===== src/rtl/controller_multicycle.sv =====
// Multicycle RV32I control FSM: sequences fetch, decode, execute,
// memory, branch, jump and halt over a shared datapath and memory.
module controller_multicycle #(
  parameter bit         MEM_WAIT_EN  = 1'b1,
  parameter bit         ILLEGAL_TRAP = 1'b1,
  parameter logic [6:0] HALT_OPCODE  = 7'h7F
) (
  input  logic       clk,
  input  logic       rst,
  input  logic [6:0] opcode,
  input  logic [2:0] funct3,
  input  logic [6:0] funct7,
  input  logic       zero_flag,
  input  logic       lt_flag,
  input  logic       ltu_flag,
  input  logic       mem_ready,
  output logic       adr_src,
  output logic       pc_write,
  output logic       ir_write,
  output logic       mem_read,
  output logic       mem_write,
  output logic [2:0] mem_size,
  output logic       reg_write,
  output logic [1:0] out_mux_sel,
  output logic [2:0] imm_sel,
  output logic [1:0] alu_src_a_sel,
  output logic [1:0] alu_src_b_sel,
  output logic [3:0] alu_ctrl,
  output logic       halted,
  output logic [3:0] state
);

  typedef enum logic [3:0] {
    RESET, FETCH, DECODE, EXECUTE, MEM_ADR, MEM_READ, MEM_WRITE,
    WRITE_BACK, BRANCH, JUMP, HALT, MEM_WB, JUMP_PC
  } state_e;

  localparam logic [6:0] OP_R     = 7'b0110011;
  localparam logic [6:0] OP_I     = 7'b0010011;
  localparam logic [6:0] OP_LUI   = 7'b0110111;
  localparam logic [6:0] OP_AUIPC = 7'b0010111;
  localparam logic [6:0] OP_LOAD  = 7'b0000011;
  localparam logic [6:0] OP_STORE = 7'b0100011;
  localparam logic [6:0] OP_BR    = 7'b1100011;
  localparam logic [6:0] OP_JAL   = 7'b1101111;
  localparam logic [6:0] OP_JALR  = 7'b1100111;

  localparam logic [3:0] A_ADD  = 4'h1;
  localparam logic [3:0] A_SUB  = 4'h2;
  localparam logic [3:0] A_XOR  = 4'h3;
  localparam logic [3:0] A_OR   = 4'h4;
  localparam logic [3:0] A_AND  = 4'h5;
  localparam logic [3:0] A_SLL  = 4'h6;
  localparam logic [3:0] A_SRL  = 4'h7;
  localparam logic [3:0] A_SRA  = 4'h8;
  localparam logic [3:0] A_SLT  = 4'h9;
  localparam logic [3:0] A_SLTU = 4'hA;

  state_e state_q, state_d;
  logic   ready;
  logic   taken;
  logic   f7_alt;
  logic   f7_zero;
  logic [3:0] r_alu, i_alu;

  assign ready   = mem_ready | ~MEM_WAIT_EN;
  assign f7_alt  = (funct7 == 7'h20);
  assign f7_zero = (funct7 == 7'h00);
  assign state   = state_q;
  assign halted  = (state_q == HALT);

  always_comb begin
    taken = 1'b0;
    unique case (funct3)
      3'b000:  taken = zero_flag;
      3'b001:  taken = ~zero_flag;
      3'b100:  taken = lt_flag;
      3'b101:  taken = ~lt_flag;
      3'b110:  taken = ltu_flag;
      3'b111:  taken = ~ltu_flag;
      default: taken = 1'b0;
    endcase
  end

  // R-type: only funct7 0x00, or 0x20 on ADD/SRL slots, is meaningful
  always_comb begin
    r_alu = A_ADD;
    unique case (funct3)
      3'b000: r_alu = f7_alt ? A_SUB : A_ADD;
      3'b001: r_alu = A_SLL;
      3'b010: r_alu = A_SLT;
      3'b011: r_alu = A_SLTU;
      3'b100: r_alu = A_XOR;
      3'b101: r_alu = f7_alt ? A_SRA : A_SRL;
      3'b110: r_alu = A_OR;
      3'b111: r_alu = A_AND;
    endcase
    if (!(f7_zero || (f7_alt && (funct3 == 3'b000 || funct3 == 3'b101))))
      r_alu = A_ADD;
  end

  always_comb begin
    i_alu = A_ADD;
    unique case (funct3)
      3'b000: i_alu = A_ADD;
      3'b001: i_alu = f7_zero ? A_SLL : A_ADD;
      3'b010: i_alu = A_SLT;
      3'b011: i_alu = A_SLTU;
      3'b100: i_alu = A_XOR;
      3'b101: i_alu = f7_alt ? A_SRA : (f7_zero ? A_SRL : A_ADD);
      3'b110: i_alu = A_OR;
      3'b111: i_alu = A_AND;
    endcase
  end

  always_ff @(posedge clk) begin
    if (!rst) state_q <= RESET;
    else      state_q <= state_d;
  end

  always_comb begin
    state_d = state_q;
    unique case (state_q)
      RESET:  state_d = FETCH;
      FETCH:  if (ready) state_d = DECODE;
      DECODE: begin
        if (opcode == HALT_OPCODE) state_d = HALT;
        else begin
          unique case (opcode)
            OP_R, OP_I, OP_LUI, OP_AUIPC: state_d = EXECUTE;
            OP_LOAD, OP_STORE:            state_d = MEM_ADR;
            OP_BR:                        state_d = BRANCH;
            OP_JAL, OP_JALR:              state_d = JUMP;
            default: state_d = ILLEGAL_TRAP ? HALT : FETCH;
          endcase
        end
      end
      EXECUTE:    state_d = WRITE_BACK;
      WRITE_BACK: state_d = FETCH;
      MEM_ADR:    state_d = (opcode == OP_STORE) ? MEM_WRITE : MEM_READ;
      MEM_READ:   if (ready) state_d = MEM_WB;
      MEM_WB:     state_d = FETCH;
      MEM_WRITE:  if (ready) state_d = FETCH;
      BRANCH:     state_d = FETCH;
      JUMP:       state_d = JUMP_PC;
      JUMP_PC:    state_d = FETCH;
      HALT:       state_d = HALT;
      default:    state_d = RESET;
    endcase
  end

  always_comb begin
    adr_src       = 1'b0;
    pc_write      = 1'b0;
    ir_write      = 1'b0;
    mem_read      = 1'b0;
    mem_write     = 1'b0;
    mem_size      = 3'b010;
    reg_write     = 1'b0;
    out_mux_sel   = 2'b01;
    imm_sel       = 3'b000;
    alu_src_a_sel = 2'b01;
    alu_src_b_sel = 2'b10;
    alu_ctrl      = A_ADD;
    unique case (state_q)
      FETCH: begin
        mem_read = 1'b1;
        if (ready) begin
          ir_write    = 1'b1;
          pc_write    = 1'b1;
          out_mux_sel = 2'b00;
        end
      end
      DECODE: begin
        alu_src_a_sel = 2'b11;
        alu_src_b_sel = 2'b01;
        imm_sel       = 3'b010;
      end
      EXECUTE: begin
        alu_src_a_sel = 2'b10;
        alu_src_b_sel = 2'b01;
        if (opcode == OP_R) begin
          alu_src_b_sel = 2'b00;
          alu_ctrl      = r_alu;
        end else if (opcode == OP_I) begin
          imm_sel  = 3'b001;
          alu_ctrl = i_alu;
        end else begin
          imm_sel       = 3'b100;
          alu_src_a_sel = (opcode == OP_LUI) ? 2'b00 : 2'b11;
        end
      end
      WRITE_BACK: reg_write = 1'b1;
      MEM_ADR: begin
        alu_src_a_sel = 2'b10;
        alu_src_b_sel = 2'b01;
        imm_sel = (opcode == OP_STORE) ? 3'b011 : 3'b001;
      end
      MEM_READ: begin
        adr_src  = 1'b1;
        mem_read = 1'b1;
        mem_size = funct3;
      end
      MEM_WB: begin
        reg_write   = 1'b1;
        out_mux_sel = 2'b10;
      end
      MEM_WRITE: begin
        adr_src   = 1'b1;
        mem_write = 1'b1;
        mem_size  = funct3;
      end
      BRANCH: begin
        alu_src_a_sel = 2'b10;
        alu_src_b_sel = 2'b00;
        alu_ctrl      = A_SUB;
        pc_write      = taken;
      end
      JUMP: begin
        reg_write     = 1'b1;
        out_mux_sel   = 2'b11;
        alu_src_b_sel = 2'b01;
        if (opcode == OP_JALR) begin
          alu_src_a_sel = 2'b10;
          imm_sel       = 3'b001;
        end else begin
          alu_src_a_sel = 2'b11;
          imm_sel       = 3'b101;
        end
      end
      JUMP_PC: pc_write = 1'b1;
      default: ;
    endcase
    if (!rst) begin
      pc_write  = 1'b0;
      ir_write  = 1'b0;
      mem_read  = 1'b0;
      mem_write = 1'b0;
      reg_write = 1'b0;
    end
  end

endmodule


===== config.mk =====
export PLATFORM = sky130hd
export DESIGN_NAME = controller_multicycle
export DESIGN_NICKNAME = d
export VERILOG_FILES = /design/src/rtl/controller_multicycle.sv
export SDC_FILE = /design/constraint.sdc
export NUM_CORES = 1
export LEC_CHECK = 0
export ABC_AREA = 1
export BUFFER_PORTS_ARGS = -buffer_cell sky130_fd_sc_hd__clkbuf_2
export CORE_MARGIN = 2
export CORE_UTILIZATION = 47
export CTS_BUF_LIST = sky130_fd_sc_hd__clkbuf_2
export DETAILED_ROUTE_END_ITERATION = 6
export HOLD_SLACK_MARGIN = 0.1
export PLACE_DENSITY = 0.83
export SYNTH_ARGS = -nofsm -noshare
export SYNTH_HDL_FRONTEND = slang
export SYNTH_SLANG_ARGS = --single-unit

===== constraint.sdc =====
create_clock -name clk -period 1.34 [get_ports clk]
set_input_delay 0.134 -clock clk [delete_from_list [all_inputs] [get_ports clk]]
set_output_delay 0.134 -clock clk [all_outputs]
set_load 0.05 [all_outputs]

==> results.md, run 1 <==
* H-tree lvl count at 1
* YS warnings at 0
* Halt Stage: 4_1_cts
* DP Cell Count at 318
* Post-synth top cells: nand2_1, nor2_1, inv_1
* Num rows at 16
* Post-CTS Resized at 107
* I/O pin count at 50
* Largest area contributor in the netlist: nand2_1
* Die Width at 49.10 um
* Final HPWL DP at 4504 um
* Status: aborted with a tool error
* Syn Nets at 214
* GPL Wtd Cong at 0.9955
* Yosys cell types at 22
* Count leader, synth: nand2_1
* Mapped Cells at 191
* Mapped Area at 955.9 um^2
* Buffers on Ports at 49
* Initial core utilization at 49.23%
* # hold bufs at CTS at 0
* Syn avg cell area at 5.005 um^2
* Top post-synthesis cells by area: nand2_1, nor2_1, inv_1
* CTS Buf Count at 3
* Seq/Total Area, Yosys at 8.377%
* Number of synthesized flops with an enable pin at 0
* Setup slack at placement at -292.0 ps
* CTS Buffer Depth at 2
* Seq cells post-synth at 4
* Top-area cell type share of the netlist area at 20.03%
* Post-CTS Setup Bufs at 13
* Asr flop ratio synth at 0%
* Top_reg_cell synth: dfxtp_1
* Err: [ERROR DPL-0038] Utilization greater than 100%, impossible to legalize
* Die Ht at 49.10 um
* Root buf cell: clkbuf_2
* Clock Sinks at 4
[stage by stage]
stage                     TNS (ps)  utilization, %  cell area, um^2
after detailed placement     -3335           95.10             1847
after floorplan              -1916               -             1125
after global placement       -1132           95.10             1847
[logic make-up after synthesis]
group           count (synthesis)  share of synthesized area [%]
buf+inv                        33                          12.96
flops                           4                          8.377
simple gates                  121                          57.98
compound gates                 33                          20.68
==> inputs of run 2 (changes only) <==
==> config.mk (replaced) <==
export PLATFORM = sky130hd
export DESIGN_NAME = controller_multicycle
export DESIGN_NICKNAME = d
export VERILOG_FILES = /design/src/rtl/controller_multicycle.sv
export SDC_FILE = /design/constraint.sdc
export NUM_CORES = 1
export LEC_CHECK = 0
export ABC_AREA = 1
export BUFFER_PORTS_ARGS = -buffer_cell sky130_fd_sc_hd__clkbuf_2
export CORE_AREA = 2 2 63 65
export DETAILED_ROUTE_END_ITERATION = 6
export DIE_AREA = 0 0 65 67
export PLACE_DENSITY_LB_ADDON = 0.15
export SYNTH_ARGS = -nofsm -noshare
export SYNTH_HDL_FRONTEND = slang
export SYNTH_SLANG_ARGS = --single-unit
==> results.md, run 2 <==
* Status: finished, violations left
* Failing checks: negative setup slack
* Crit. End Element: output port
* Reg2reg setup slack at 10 ps
* H-tree lvl count at 1 (unchanged)
* Die Ht at 67 um (+36%)
* CTS Buf Count at 3 (unchanged)
* CP required at 1210 ps
* Drt pass-1 iters at 4
* Worst VDD drop at 1.215 mV
* Hold WC Path Type: in -> reg
* Final HPWL DP at 2919 um (-35%)
* Ant diodes at 0
* Clock Sinks at 4 (unchanged)
* First-pass GRT wire length at 5878 um
* Final clock skew at 2.773 ps
* Area growth syn-to-layout at 151.4%
* Mapped Cells at 191 (unchanged)
* Worst Setup SP: state[2]$_SDFFE_PN0P_
* Buffers on Ports at 49 (unchanged)
* Largest net degree at the start of global routing at 8
* Via count at 1605
* Die Width at 65 um (+32%)
* Final WS setup at -344.5 ps
* Power, Total at 4.430 mW
* Number of synthesized flops with an enable pin at 0 (unchanged)
* Top post-synthesis cells by area: nand2_1, nor2_1, inv_1
* Number of global-route vias before repair at 1465
* Drc violations at 0
* Util after Layout at 66.66%
* Hold Vio Cnt, Final at 0
* Most frequent cells in the layout: buf_4, nand2_1, clkbuf_2, nor2_4, nor2_1
* WL final at 3924 um
* PwrDens at 1843 mW/mm^2
* CTS tree: built
* Setup TNS at -5233 ps
* Syn Nets at 214 (unchanged)
* Vias/cell at 4.612
* R2R cell count at 7
* Worst-path clk slew at 30 ps
* Worst Setup Start Kind: flop
* Yosys cell types at 22 (unchanged)
* GPL Wtd Cong at 0.8356 (-16%)
* Num rows at 22 (+6)
* Worst rel slew slack at 71.29%
* Clock latency on the worst-skew pair at 220 ps
* Antenna Nets Post-Route at 0
* Core area at 0.003606 mm^2
* Total GRT Usage at 17.04%
* Count leader, synth: nand2_1
* Die area at 0.004355 mm^2
* WHS Path Cells at 4
* I/O pin count at 50 (unchanged)
* Seq/Total Area, Yosys at 8.377% (unchanged)
* YS warnings at 0 (unchanged)
* Final worst-path cycle share at 125.7%
* Leak at 1.144 nW
* Seq cells post-synth at 4 (unchanged)
* Top-area cell type share of the netlist area at 20.03% (unchanged)
* RR Startpoint: state[2]$_SDFFE_PN0P_
* Hold path endpoint: state[1]$_SDFFE_PN0P_
* Initial core utilization at 26.51% (-23 points)
* Overflow after GRT at 0
* Tightest Pin Transition at 427.9 ps
* Initial antenna violation count at 0
* Asr flop ratio synth at 0% (unchanged)
* Min Hold Slack at 220.8 ps
* Iteration-0 DRC Markers at 78
* Mapped Area at 955.9 um^2 (unchanged)
* Top_reg_cell synth: dfxtp_1
* Worst Path Arrival at 1550 ps
* Largest area contributor in the netlist: nand2_1
* Tmin final at 1685 ps
* Routed WL per cell at 11.28 um
* CP Class: reg -> out
* Syn avg cell area at 5.005 um^2 (unchanged)
* # hold bufs at CTS at 0 (unchanged)
* Final Max Tran Viols at 0
* Post-synth top cells: nand2_1, nor2_1, inv_1
* Upper clock frequency limit at 593.6 MHz
* Setup Viol. Count Final at 23
* Share of layout cells above drive strength 1 at 64.00%
* RSZ-0062 raised after global routing: true
* Worst Hold Launch: mem_ready
* Post-layout nets at 325
* FF-to-FF End: state[2]$_SDFFE_PN0P_
* Most common cell after layout, fill and taps aside: buf_4
* CTS Buffer Depth at 2 (unchanged)
* Worst Path Max Fanout at 4
* Root buf cell: clkbuf_8
* Number of flip-flops in the largest register at 4
* MaxCap Viol Count at 0
run 2: cell counts after synthesis:
No cell type changed its count.
run 2: worst max path at each step:
stage	end	slack (ps)
finish	reg_write	-340
global route	alu_src_a_sel[0]	-400
CTS	alu_ctrl[2]	-300
detailed placement	alu_src_a_sel[0]	-110
global placement	alu_ctrl[1]	-100
floorplan	alu_src_a_sel[1]	-410
run 2: repair_timing:
action,4_1_cts,5_1_grt
resized for setup,41,43
buffers inserted,2,10
setup endpoints to repair,24,27
pin swaps,9,13
run 2: per-stage QoR:
stage               instance area, um^2  cells  worst slack (ps)
CTS                                2191    338            -297.0
global placement                   1963    333            -99.11
detailed placement                 1963    333            -105.4
finish                             2404    348            -344.5
floorplan                          1125    191            -411.6
global route                       2404    348            -403.7
run 2: layout make-up:
class	count	area, um^2
sequential	4	95.09
timing repair buffer	106	1018
fill	294	1202
tap	48	60.06
inverter	33	132.6
multi-input combinational	154	1056
clock buffer	3	41.29
run 2: power by group:
| group | switching (mW) | leakage (nW) | internal [mW] |
|---|---|---|---|
| sequential | 0.141 | 0.0356 | 0.197 |
| clock | 0.0619 | 0.0216 | 0.191 |
| combinational | 2.14 | 1.09 | 1.70 |
run 2: critical path: stages, from the launching register on:
cell and delay [ps]:
dfxtp_4 350, buf_4 150, nor2_4 150, inv_2 80
buf_4 140, nor2_4 130, a21oi_2 70, nor2_4 100
buf_12 150
run 2: metal layers:
layer	up-vias	GRT usage [%]	routed length, um	part of all wire [%]
met5	-	0	0	0
met4	0	6.117	68	1.7
met3	8	1.689	116	3.0
met2	34	30.28	2031	52
met1	734	21.21	1708	44
li1	829	-	-	-
run 2: kinds of logic after synthesis:
family	Yosys count	synth area share [%]
and+or+nand+nor	121	57.98
AOI/OAI and AO/OA	33	20.68
buffers and inverters	33	12.96
DFF	4	8.377
Power figures use the tool's default switching activity.
